--- src/rtl/mux_logic_pkg.sv ---
// Shared op codes, FSM encoding and channel wrap helper for the mux_logic_seq datapath.
package mux_logic_pkg;

  localparam logic [2:0] OP_PASS = 3'b000;
  localparam logic [2:0] OP_AND  = 3'b001;
  localparam logic [2:0] OP_OR   = 3'b010;
  localparam logic [2:0] OP_NOTA = 3'b011;
  localparam logic [2:0] OP_NAND = 3'b100;
  localparam logic [2:0] OP_NOR  = 3'b101;
  localparam logic [2:0] OP_XOR  = 3'b110;
  localparam logic [2:0] OP_XNOR = 3'b111;

  typedef enum logic {
    ST_IDLE  = 1'b0,
    ST_VALID = 1'b1
  } state_e;

  // Successor channel with wrap-around; out-of-range inputs map to channel 0.
  function automatic int unsigned next_ch(input int unsigned s, input int unsigned num_ch);
    return (s + 1 >= num_ch) ? 0 : s + 1;
  endfunction

endpackage

--- src/rtl/mux_logic_seq_if.sv ---
// Request/result bundle for mux_logic_seq. Optional out_par present with MUX_LOGIC_PARITY_EN.
interface mux_logic_seq_if #(
  parameter int unsigned WIDTH  = 8,
  parameter int unsigned NUM_CH = 8
) ();
  localparam int unsigned SEL_W = $clog2(NUM_CH);

  logic [NUM_CH*WIDTH-1:0] ch_data;
  logic [SEL_W-1:0]        sel;
  logic [2:0]              op;
  logic                    scan_en;
  logic                    in_valid;
  logic                    in_ready;
  logic                    out_valid;
  logic                    out_ready;
  logic [WIDTH-1:0]        out_data;
  logic [SEL_W-1:0]        out_ch;
  logic                    out_err;
`ifdef MUX_LOGIC_PARITY_EN
  logic                    out_par;
`endif

  modport master (
`ifdef MUX_LOGIC_PARITY_EN
    input  out_par,
`endif
    output ch_data, sel, op, scan_en, in_valid, out_ready,
    input  in_ready, out_valid, out_data, out_ch, out_err
  );

  modport slave (
`ifdef MUX_LOGIC_PARITY_EN
    output out_par,
`endif
    input  ch_data, sel, op, scan_en, in_valid, out_ready,
    output in_ready, out_valid, out_data, out_ch, out_err
  );

endinterface

--- src/rtl/logic_op_unit.sv ---
// Combinational bitwise logic unit: one of eight two-operand ops over WIDTH bits.
module logic_op_unit
  import mux_logic_pkg::*;
#(
  parameter int unsigned WIDTH = 8
) (
  input  logic [WIDTH-1:0] a,
  input  logic [WIDTH-1:0] b,
  input  logic [2:0]       op,
  output logic [WIDTH-1:0] res
);

  always_comb begin
    res = '0;
    unique case (op)
      OP_PASS: res = a;
      OP_AND:  res = a & b;
      OP_OR:   res = a | b;
      OP_NOTA: res = ~a;
      OP_NAND: res = ~(a & b);
      OP_NOR:  res = ~(a | b);
      OP_XOR:  res = a ^ b;
      OP_XNOR: res = ~(a ^ b);
      default: res = '0;
    endcase
  end

endmodule

--- src/rtl/mux_logic_seq.sv ---
// Channel mux + logic op with a one-entry registered output and auto-scan mode.
// Optional registered parity output enabled by MUX_LOGIC_PARITY_EN.
module mux_logic_seq
  import mux_logic_pkg::*;
#(
  parameter int unsigned WIDTH  = 8,
  parameter int unsigned NUM_CH = 8
) (
  input logic            clk,
  input logic            rst,
  mux_logic_seq_if.slave bus
);

  localparam int unsigned SEL_W = $clog2(NUM_CH);

  state_e           state_q, state_d;
  logic             scan_q;
  logic [SEL_W-1:0] cnt_q, cnt_d;
  logic [WIDTH-1:0] data_q;
  logic [SEL_W-1:0] ch_q;
  logic             err_q;

  logic             in_ready, fire, scan_rise, sel_err;
  logic [SEL_W-1:0] scan_ch, cur_ch, nxt_ch;
  logic [WIDTH-1:0] op_a, op_b, op_res, res_d;

  // A freshly enabled scan starts at channel 0 even before the counter register clears.
  assign scan_rise = bus.scan_en & ~scan_q;
  assign scan_ch   = scan_rise ? '0 : cnt_q;
  assign cur_ch    = bus.scan_en ? scan_ch : bus.sel;
  assign nxt_ch    = SEL_W'(next_ch(32'(cur_ch), NUM_CH));
  assign sel_err   = ~bus.scan_en & (32'(bus.sel) >= NUM_CH);

  assign in_ready  = ~rst & ((state_q == ST_IDLE) | bus.out_ready);
  assign fire      = in_ready & (bus.scan_en | bus.in_valid);

  // Compare-based selection keeps every part-select inside ch_data.
  always_comb begin
    op_a = '0;
    op_b = '0;
    for (int k = 0; k < NUM_CH; k++) begin
      if (cur_ch == SEL_W'(k)) op_a = bus.ch_data[k*WIDTH +: WIDTH];
      if (nxt_ch == SEL_W'(k)) op_b = bus.ch_data[k*WIDTH +: WIDTH];
    end
  end

  logic_op_unit #(
    .WIDTH(WIDTH)
  ) u_op (
    .a  (op_a),
    .b  (op_b),
    .op (bus.op),
    .res(op_res)
  );

  assign res_d = sel_err ? '0 : op_res;

  always_comb begin
    cnt_d = cnt_q;
    if (bus.scan_en) begin
      if (fire)           cnt_d = nxt_ch;
      else if (scan_rise) cnt_d = '0;
    end
  end

  always_ff @(posedge clk or posedge rst) begin
    if (rst) begin
      state_q <= ST_IDLE;
    end else begin
      state_q <= state_d;
    end
  end

  always_comb begin
    state_d = state_q;
    unique case (state_q)
      ST_IDLE:  if (fire) state_d = ST_VALID;
      ST_VALID: begin
        if (fire)               state_d = ST_VALID;
        else if (bus.out_ready) state_d = ST_IDLE;
      end
      default:  state_d = ST_IDLE;
    endcase
  end

  always_comb begin
    bus.out_valid = (state_q == ST_VALID);
  end

  always_ff @(posedge clk or posedge rst) begin
    if (rst) begin
      scan_q <= 1'b0;
      cnt_q  <= '0;
      data_q <= '0;
      ch_q   <= '0;
      err_q  <= 1'b0;
    end else begin
      scan_q <= bus.scan_en;
      cnt_q  <= cnt_d;
      if (fire) begin
        data_q <= res_d;
        ch_q   <= cur_ch;
        err_q  <= sel_err;
      end
    end
  end

  assign bus.in_ready = in_ready;
  assign bus.out_data = data_q;
  assign bus.out_ch   = ch_q;
  assign bus.out_err  = err_q;

`ifdef MUX_LOGIC_PARITY_EN
  logic par_q;

  always_ff @(posedge clk or posedge rst) begin
    if (rst) begin
      par_q <= 1'b0;
    end else if (fire) begin
      par_q <= ^res_d;
    end
  end

  assign bus.out_par = par_q;
`endif

endmodule

--- src/flat_wrapper.sv ---
// flat-port wrapper written by rule: the top's interface ports become plain ports
module mux_logic_seq_flat import mux_logic_pkg::*;
#(
  parameter int unsigned WIDTH  = 8,
  parameter int unsigned NUM_CH = 8
)
  (clk, rst, bus_ch_data, bus_sel, bus_op, bus_scan_en, bus_in_valid, bus_out_ready, bus_in_ready, bus_out_valid, bus_out_data, bus_out_ch, bus_out_err);
  mux_logic_seq_if #(.WIDTH(WIDTH), .NUM_CH(NUM_CH)) bus_i ();
  input logic clk;
  input logic rst;
  input wire logic [$bits(bus_i.ch_data)-1:0] bus_ch_data;
  input wire logic [$bits(bus_i.sel)-1:0] bus_sel;
  input wire logic [$bits(bus_i.op)-1:0] bus_op;
  input wire logic [$bits(bus_i.scan_en)-1:0] bus_scan_en;
  input wire logic [$bits(bus_i.in_valid)-1:0] bus_in_valid;
  input wire logic [$bits(bus_i.out_ready)-1:0] bus_out_ready;
  output wire logic [$bits(bus_i.in_ready)-1:0] bus_in_ready;
  output wire logic [$bits(bus_i.out_valid)-1:0] bus_out_valid;
  output wire logic [$bits(bus_i.out_data)-1:0] bus_out_data;
  output wire logic [$bits(bus_i.out_ch)-1:0] bus_out_ch;
  output wire logic [$bits(bus_i.out_err)-1:0] bus_out_err;
  assign bus_i.ch_data = bus_ch_data;
  assign bus_i.sel = bus_sel;
  assign bus_i.op = bus_op;
  assign bus_i.scan_en = bus_scan_en;
  assign bus_i.in_valid = bus_in_valid;
  assign bus_i.out_ready = bus_out_ready;
  assign bus_in_ready = bus_i.in_ready;
  assign bus_out_valid = bus_i.out_valid;
  assign bus_out_data = bus_i.out_data;
  assign bus_out_ch = bus_i.out_ch;
  assign bus_out_err = bus_i.out_err;
  mux_logic_seq #(.WIDTH(WIDTH), .NUM_CH(NUM_CH)) u_core (.clk(clk), .rst(rst), .bus(bus_i));
endmodule
--- config.mk ---
export PLATFORM = sky130hd
export DESIGN_NAME = mux_logic_seq_flat
export DESIGN_NICKNAME = d
export VERILOG_FILES = /design/src/rtl/mux_logic_pkg.sv /design/src/rtl/mux_logic_seq_if.sv /design/src/rtl/logic_op_unit.sv /design/src/rtl/mux_logic_seq.sv /design/src/flat_wrapper.sv
export SDC_FILE = /design/constraint.sdc
export NUM_CORES = 1
export LEC_CHECK = 0
export BUFFER_PORTS_ARGS = -buffer_cell sky130_fd_sc_hd__buf_4
export CORE_UTILIZATION = 55
export CTS_CLUSTER_DIAMETER = 30
export DETAILED_ROUTE_END_ITERATION = 10
export GPL_TIMING_DRIVEN = 0
export HOLD_SLACK_MARGIN = 0.06
export PLACE_DENSITY_LB_ADDON = 0.05
export SKIP_LAST_GASP = 1
export SLEW_MARGIN = 40
export SYNTH_ARGS = -nofsm -noshare
export SYNTH_HDL_FRONTEND = slang
export SYNTH_SLANG_ARGS = --single-unit
export TNS_END_PERCENT = 100
--- constraint.sdc ---
create_clock -name clk -period 5.95 [get_ports clk]
set_input_delay 0.2975 -clock clk [delete_from_list [all_inputs] [get_ports clk]]
set_output_delay 0.2975 -clock clk [all_outputs]
set_load 0.1 [all_outputs]
==> results of run 1 <==
## cells in the mapped netlist (all sizes together) (3+ instances only)
library cell,instances,area (um2)
clkbuf,17,67.6
a2111oi,4,60.1
nor3,13,65.1
nor4,7,43.8
nand3b,17,140
a41oi,6,52.6
nor2b,11,68.8
nand4,5,46.3
buf,25,169
or3b,4,35.0
and3,3,23.8
o21a,4,30.0
inv,24,90.1
dfrtp,16,400
a2bb2oi,5,43.8
nand2b,10,62.6
or3,10,62.6
and2,10,62.6
o32ai,13,114
nand3,11,72.6
a32oi,9,97.6
xnor2,6,52.6
o211ai,6,45.0
a21oi,31,155
a31oi,20,131
or2,8,50.1
a211oi,15,113
a211o,10,87.6
a32o,10,100
a221oi,8,70.1
o22ai,4,25.0
nor2,13,48.8
o21ai,33,184
ha,21,263
clkinv,3,11.3
nand2,14,52.6
## path summary, 6_finish.rpt
check | endpoint | slack [ns] | cells after the start
max in group asynchronous | u_core.bus.out_data[0] | 5.56 | 2
min reg2reg | u_core.bus.out_ch[0] | 0.50 | 2
min in group clk | u_core.scan_q | 0.20 | 1
min | u_core.bus.out_ch[0] | 0.06 | 2
max reg2reg | u_core.bus.out_data[7] | 0.59 | 16
max | u_core.bus.out_data[7] | 0.59 | 16
## registers in the layout, indices dropped and copies added (netlist names)
register / flops
u_core.cnt_q: 3
u_core.scan_q: 1
u_core.bus.out_valid: 1
u_core.bus.out_ch: 3
u_core.bus.out_data: 8
## logic make-up after synthesis
| logic type | after synthesis |
|---|---|
| compound gates | 190 |
| xor+xnor | 8 |
| fa+ha+maj | 21 |
| buf+inv | 69 |
| flops | 16 |
| mux | 1 |
| other cells | 1 |
| simple gates | 139 |
## what timing repair did
item	4_1_cts	5_1_grt
setup buffers	0	0
gates resized for setup	0	0
endpoints found under the hold margin	0	0
endpoints found under the setup margin	0	1
## cell type report
type                            count  area, um2  share of cell area
Clock buffer                        4       55.1              0.0132
Buffer                             41        233              0.0560
Tap cell                           75       93.8              0.0226
Multi-Input combinational cell    360       2640               0.636
Timing Repair Buffer               84        631               0.152
Sequential cell                    16        400              0.0963
Inverter                           27        101              0.0244
## layer usage
layer,track usage,routed length (um),share of wire,vias up
li1,-,-,-,1916
met1,0.510,5040,0.40,1915
met2,0.672,6150,0.48,325
met3,0.0375,1220,0.096,37
met4,0.161,285,0.022,0
met5,0,0,0,-
## power groups by stage
stage	clock, mW	combinational, mW	sequential [mW]
2_1_floorplan	0	0.385	0.288
3_3_place_gp	0	0.689	0.150
3_5_place_dp	0	0.709	0.152
4_1_cts	0.104	0.711	0.151
5_1_grt	0.110	0.776	0.154
6_report	0.106	0.726	0.151
## metrics by stage
| stage | hold slack [ns] | cell area (um2) | util |
|---|---|---|---|
| finish | 0.0555 | 4160 | 0.702 |
| floorplan | 0.190 | 3380 | - |
| CTS | 0.110 | 4160 | 0.703 |
| detailed placement | 0.391 | 4110 | 0.693 |
| global placement | 0.369 | 4110 | 0.693 |
| global route | 0.0969 | 4160 | 0.702 |
## worst max-delay path, delay by kind of cell, from the launching register on
kind                     cells  cell delay, ns
XOR/XNOR                     1            0.13
adder cells (fa/ha/maj)      3            0.99
AND/OR/NAND/NOR              5            1.38
buffers and inverters        3            1.05
flip-flops                   1            0.52
AO/OA/AOI/OAI                4            1.20
==> impl_metrics.yaml, run 1 <==
synthesis:
  synth_top_flop_cell: "dfrtp_1"
  synthXorXnorAreaFrac: 0.0207
  synth_top_family_by_area: "compound AO/OA/AOI/OAI gates"
  synth_area_um2: 3380
  synthCells: 445
  synth_seq_area_share: 0.118
  synth_compound_area_frac: 0.423
  synth_fa_ha_area_frac: 0.0777
  synthArstFlopShare: 1.00
  synth_edf_count: 0
  ys_seq_elements: 16
  synth_nets: 541
  yosys.area_share.simple: 0.255
  yosys-mux-area-fraction: 0.00333
  syn_avg_cell_area_um2: 7.60
  synth_warnings: 0
  synthDistinctLibCells: 64
clocking:
  clock_path_buffers: 2
  clkSlewWorstSetupHoldPaths_ns: 0.08
  clock-sinks: 16
  htree_num_levels: 1
  ctsHoldBuffers: 0
  tritoncts: "built"
  root_buffer: "clkbuf_8"
  clkLatencyLatePin_ns: 0.26
  cts_buffers: 3
floorplan:
  pin_count: 89
  core_area_um2: 5920
  die_area_um2: 6460
  fp.dieW_um: 80.4
  row_count: 28
  chipHeight_um: 80.4
  start_util: 0.571
global_routing:
  gr-usage-all-layers: 0.397
  antenna_found_initial: 0
  first_global_vias: 3952
  grt_max_degree: 26
  grt_pass1_wl_um: 19700
  overflow: 0
finish:
  final_common_cell: "buf_4"
  fill_cells: 538
  instances_no_fill: 607
  fin_nets: 629
  antennaDiodeCount: 0
  areaGrowthSynthToFinish_pct: 22.9
  layout-drive-gt1-share: 0.265
  mostFrequentLayoutCells: "89 x buf_4, 31 x a21oi_1, 30 x o21ai_0"
pwr:
  vdd_ir_drop_max_v: 0.000202
  pwr-share-comb: 0.739
  p_total_mw: 0.983
  netSwitchingFraction: 0.540
  pwr-share-seq: 0.153
  p_per_area_nw_per_um2: 236
  internal_power_mw: 0.452
  p_switching_mw: 0.531
  p_leak_nw: 1.75
  clkPwrFrac: 0.108
setup_path:
  crit_fanout: 19
  end_kind: "flip-flop"
  path_cells: "and3_1 -> nor2_1 -> inv_1 -> ha_1 -> ha_1 -> clkbuf_1 -> buf_2 -> nand4_1 -> a2111oi_2 -> a211o_1 -> ha_1 -> xnor2_1 -> a211o_1 -> a41oi_1 -> or4b_1 -> nand3_1"
  startpoint: "u_core.scan_q"
  start_kind: "flip-flop"
  cpMaxStageDelayCell: "dfrtp_1"
  crit_type: "reg2reg"
  path_common_cell: "ha_1"
  worst-endpoint-arrival_ns: 5.55
  reg2reg_from: "u_core.scan_q"
  crit_path_max_incr_delay_ns: 0.52
  cp_data_required_time_ns: 6.14
sta:
  finalCriticalPeriod_ns: 5.36
  setup_ws_ns: 0.594
  fin_tns_setup_ns: 0
  rsz0062_at_grt: "false"
  skew_ns: 0.00716
  finalMaxSlewViolations: 0
  worstMarginPinSlew_ns: 0.607
  hold_violations: 0
  setup_violations: 0
  timing.fmax_mhz: 187
  slew-limit-headroom: 0.596
  min_period_over_period: 0.900
route:
  ant_nets: 0
  routed_wl_um: 12700
  routedWlPerCell_um: 20.9
  vias: 4193
  first_iter_violations: 361
  via_per_inst: 6.91
  dr.pass1.iters: 5
  remaining_drc_errors: 0
place:
  dp_hpwl_um: 10000
  place_ws_ns: 0.490
  dp_cells: 604
  gp_congestion: 1.02
  io_buffers: 84
worst_hold_path:
  hold_class: "in2async"
run_status:
  status: "finished clean"
run:
  maxCapViolCount: 0
Note: power is estimated with default switching activity, not from simulation.
==> inputs of run 2 (changes only) <==
--- a/config.mk
+++ b/config.mk
@@ -6,8 +6,9 @@
 export NUM_CORES = 1
 export LEC_CHECK = 0
 export BUFFER_PORTS_ARGS = -buffer_cell sky130_fd_sc_hd__buf_4
-export CORE_UTILIZATION = 55
+export CORE_UTILIZATION = 45
 export CTS_CLUSTER_DIAMETER = 30
+export CTS_CLUSTER_SIZE = 24
 export DETAILED_ROUTE_END_ITERATION = 10
 export GPL_TIMING_DRIVEN = 0
 export HOLD_SLACK_MARGIN = 0.06
==> impl_metrics.yaml, run 2 (same netlist as run 1, synthesis figures left out) <==
floorplan:
  row_count: 31
  die_area_um2: 7860
  fp.dieW_um: 88.7
  pin_count: 89
  core_area_um2: 7250
  chipHeight_um: 88.7
  start_util: 0.466
pwr:
  clkPwrFrac: 0.105
  p_per_area_nw_per_um2: 233
  netSwitchingFraction: 0.537
  vdd_ir_drop_max_v: 0.0000935
  p_switching_mw: 0.525
  pwr-share-seq: 0.154
  pwr-share-comb: 0.741
  p_leak_nw: 1.75
  internal_power_mw: 0.452
setup_path:
  cp_data_required_time_ns: 6.14
  worst-endpoint-arrival_ns: 5.58
  startpoint: "u_core.scan_q"
  end_kind: "flip-flop"
  start_kind: "flip-flop"
  crit_type: "reg2reg"
  reg2reg_from: "u_core.scan_q"
  crit_fanout: 19
place:
  dp_hpwl_um: 10000
  io_buffers: 84
  placed_area_um2: 4140
  gp_congestion: 0.964
sta:
  finalMaxSlewViolations: 0
  worstMarginPinSlew_ns: 0.589
  finalCriticalPeriod_ns: 5.39
  min_period_over_period: 0.906
  rsz0062_at_grt: "false"
  setup_violations: 0
  skew_ns: 0.00167
  hold_violations: 0
  slew-limit-headroom: 0.607
  fin_tns_setup_ns: 0
  timing.fmax_mhz: 185
global_routing:
  antenna_found_initial: 0
  overflow: 0
  grt_max_degree: 26
  gr-usage-all-layers: 0.326
  grt_pass1_wl_um: 19600
  first_global_vias: 3787
route:
  routedWlPerCell_um: 20.2
  ant_nets: 0
  remaining_drc_errors: 0
  routed_wl_um: 12700
  dr.pass1.iters: 5
  vias: 4083
  via_per_inst: 6.47
  first_iter_violations: 334
clocking:
  root_buffer: "clkbuf_8"
  ctsHoldBuffers: 0
  cts_buffers: 3
  cts_resized: 0
  postCtsSetupBuffers: 0
  clkLatencyLatePin_ns: 0.26
  clock_path_buffers: 2
  tritoncts: "built"
  htree_num_levels: 1
  clkSlewWorstSetupHoldPaths_ns: 0.07
  clock-sinks: 16
finish:
  fin_nets: 629
  final_common_cell: "buf_4"
  mostFrequentLayoutCells: "89 x buf_4, 31 x a21oi_1, 30 x o21ai_0"
  fill_cells: 715
  largest_reg_flops: 8
  antennaDiodeCount: 0
  finalInstanceArea_um2: 4190
  areaGrowthSynthToFinish_pct: 23.8
  layout-drive-gt1-share: 0.265
worst_hold_path:
  hold_class: "in2async"
run:
  maxCapViolCount: 0
run_status:
  status: "finished clean"
## run 2: layout make-up
type | instances | area [um2] | area share
multi-input cells | 360 | 2640 | 0.631
plain buffers | 41 | 233 | 0.0556
repair buffers | 84 | 631 | 0.151
well taps | 99 | 124 | 0.0296
clock buffers | 4 | 55.1 | 0.0132
flip-flops and latches | 16 | 400 | 0.0956
inverters | 27 | 101 | 0.0242
## run 2: critical path, cell delays in order, from the launching register on
cell and delay (ns):
dfrtp_1 0.49, and3_1 0.29, nor2_1 0.35, inv_1 0.27
ha_1 0.44, ha_1 0.36, clkbuf_1 0.36, buf_2 0.41
nand3_2 0.19, o32ai_1 0.49, a211o_1 0.18, ha_1 0.24
xnor2_1 0.13, a211o_1 0.29, a41oi_1 0.25, or4b_1 0.46
nand3_1 0.12
## run 2: power groups by stage
stage               clock, mW  combinational, mW  sequential [mW]
floorplan                   0              0.385            0.288
CTS                     0.100              0.713            0.151
finish                  0.102              0.725            0.150
global route            0.107              0.775            0.154
global placement            0              0.697            0.150
detailed placement          0              0.711            0.152
## run 2: layer usage
metal  wire (um)  vias up  track usage
met5           0        -            0
li1            -     1921            -
met1        5420     1897        0.439
met3        1120       30       0.0392
met2        5890      235        0.528
met4         288        0        0.126
## run 2: final timing paths
check / end / slack [ns] / cells past startpoint
min reg2reg: u_core.bus.out_ch[0] / 0.49 / 2
max: u_core.bus.out_data[7] / 0.56 / 16
max reg2reg: u_core.bus.out_data[7] / 0.56 / 16
min in group clk: u_core.scan_q / 0.20 / 1
max in group asynchronous: u_core.bus.out_data[2] / 5.57 / 2
min: u_core.bus.out_valid / 0.06 / 2
## run 2: stage by stage
stage          std cells   util  total power, mW  worst slack (ns)  hold slack (ns)
2_1_floorplan        445      -            0.673              1.61            0.190
3_3_place_gp         628  0.570            0.848             0.521            0.373
3_5_place_dp         628  0.570            0.863             0.427            0.389
4_1_cts              632  0.578            0.964             0.436            0.114
5_1_grt              631  0.577             1.04             0.218           0.0989
6_report             631  0.577            0.977             0.557           0.0555
==> inputs of run 3 (changes only) <==
--- a/config.mk
+++ b/config.mk
@@ -13,6 +13,7 @@
 export GPL_TIMING_DRIVEN = 0
 export HOLD_SLACK_MARGIN = 0.06
 export PLACE_DENSITY_LB_ADDON = 0.05
+export RECOVER_POWER = 50
 export SKIP_LAST_GASP = 1
 export SLEW_MARGIN = 40
 export SYNTH_ARGS = -nofsm -noshare
==> impl_metrics.yaml, run 3 (same netlist as run 1, synthesis figures left out) <==
route:
  ant_nets: 0
  dr.pass1.iters: 6
  via_per_inst: 6.49
  routed_wl_um: 12700
  first_iter_violations: 321
  routedWlPerCell_um: 20.1
  vias: 4095
  remaining_drc_errors: 0
setup_path:
  startpoint: "u_core.scan_q"
  crit_type: "reg2reg"
  cp_top_family: "simple AND/OR/NAND/NOR gates"
  end_kind: "flip-flop"
  worst-endpoint-arrival_ns: 5.58
  crit_fanout: 19
  path_common_cell: "ha_1"
  path_cells: "and3_1 -> nor2_1 -> inv_1 -> ha_1 -> ha_1 -> clkbuf_1 -> buf_2 -> nand4_1 -> a2111oi_2 -> a211o_1 -> ha_1 -> xnor2_1 -> a211o_1 -> a41oi_1 -> or4b_1 -> nand3_1"
  cpMaxStageDelayCell: "a2111oi_2"
  reg2reg_from: "u_core.scan_q"
  cp.buffers_inverters: 3
  crit_path_max_incr_delay_ns: 0.52
  cp_data_required_time_ns: 6.14
  start_kind: "flip-flop"
finish:
  mostFrequentLayoutCells: "82 x buf_4, 31 x a21oi_1, 30 x o21ai_0"
  antennaDiodeCount: 0
  fill_cells: 727
  layout-drive-gt1-share: 0.252
  fin_nets: 629
  largest_reg_flops: 8
  final_common_cell: "buf_4"
  areaGrowthSynthToFinish_pct: 23.2
  post-route-util: 0.574
clocking:
  tritoncts: "built"
  htree_num_levels: 1
  cts_buffers: 3
  root_buffer: "clkbuf_8"
  postCtsSetupBuffers: 0
  clock_path_buffers: 2
  clkLatencyLatePin_ns: 0.26
  clock-sinks: 16
  clkSlewWorstSetupHoldPaths_ns: 0.07
sta:
  fin_tns_setup_ns: 0
  skew_ns: 0.00204
  timing.fmax_mhz: 185
  slew-limit-headroom: 0.228
  min_period_over_period: 0.906
  setup_violations: 0
  worstMarginPinSlew_ns: 1.16
  finalMaxSlewViolations: 0
  rsz0062_at_grt: "false"
  finalCriticalPeriod_ns: 5.39
  hold_violations: 0
floorplan:
  fp.dieW_um: 88.7
  row_count: 31
  die_area_um2: 7860
  chipHeight_um: 88.7
  core_area_um2: 7250
  pin_count: 89
  start_util: 0.466
place:
  gp_congestion: 0.964
  dp_hpwl_um: 10000
  io_buffers: 84
global_routing:
  first_global_vias: 3787
  overflow: 0
  grt_max_degree: 26
  grt_pass1_wl_um: 19600
  gr-usage-all-layers: 0.326
  antenna_found_initial: 0
pwr:
  internal_power_mw: 0.446
  netSwitchingFraction: 0.541
  p_switching_mw: 0.525
  p_leak_nw: 1.73
  clkPwrFrac: 0.105
  vdd_ir_drop_max_v: 0.0000923
  pwr-share-comb: 0.740
  p_per_area_nw_per_um2: 233
  pwr-share-seq: 0.155
run:
  maxCapViolCount: 0
worst_hold_path:
  hold_class: "in2async"
run_status:
  status: "finished clean"
## run 3: through the flow
stage / cells / power, mW / setup slack, ns / area (um2) / hold slack (ns)
floorplan: 445 / 0.673 / 1.61 / 3380 / 0.190
global placement: 628 / 0.848 / 0.521 / 4140 / 0.373
detailed placement: 628 / 0.863 / 0.427 / 4140 / 0.389
CTS: 632 / 0.964 / 0.436 / 4190 / 0.114
global route: 631 / 1.03 / 0.218 / 4160 / 0.288
finish: 631 / 0.971 / 0.557 / 4160 / 0.211
## run 3: layout make-up
type	instances	area, um2	share of cell area
buffer	41	233	0.0559
clock buffer	4	55.1	0.0132
inverter	27	101	0.0243
multi-input combinational	360	2640	0.635
sequential	16	400	0.0962
tap	99	124	0.0297
timing repair buffer	84	608	0.146
## run 3: worst paths after layout
path | end | slack (ns) | cells past startpoint
worst max-delay path | u_core.bus.out_data[7] | 0.56 | 16
worst min-delay path | u_core.bus.out_valid | 0.21 | 2
worst max register to register | u_core.bus.out_data[7] | 0.56 | 16
worst min register to register | u_core.bus.out_ch[0] | 0.49 | 2
max in group asynchronous | u_core.bus.out_data[2] | 5.22 | 2
min in group clk | u_core.scan_q | 0.29 | 1
## run 3: power by group through the flow
| stage | Clock, mW | Sequential (mW) | Combinational [mW] |
|---|---|---|---|
| after floorplan | 0 | 0.288 | 0.385 |
| after global placement | 0 | 0.150 | 0.697 |
| after detailed placement | 0 | 0.152 | 0.711 |
| after CTS | 0.100 | 0.151 | 0.713 |
| after global routing | 0.107 | 0.154 | 0.768 |
| final | 0.102 | 0.150 | 0.719 |
## run 3: timing repair
item	4_1_cts	5_1_grt
hold buffers	0	0
gates resized for setup	0	0
endpoints found under the setup margin	0	1
## run 3: per-layer routing
metal  routed length [um]  vias to the layer above  track usage
met5                    0                        -            0
met4                  257                        0        0.126
met3                 1170                       24       0.0392
met2                 5860                      262        0.528
met1                 5380                     1887        0.439
li1                     -                     1922            -
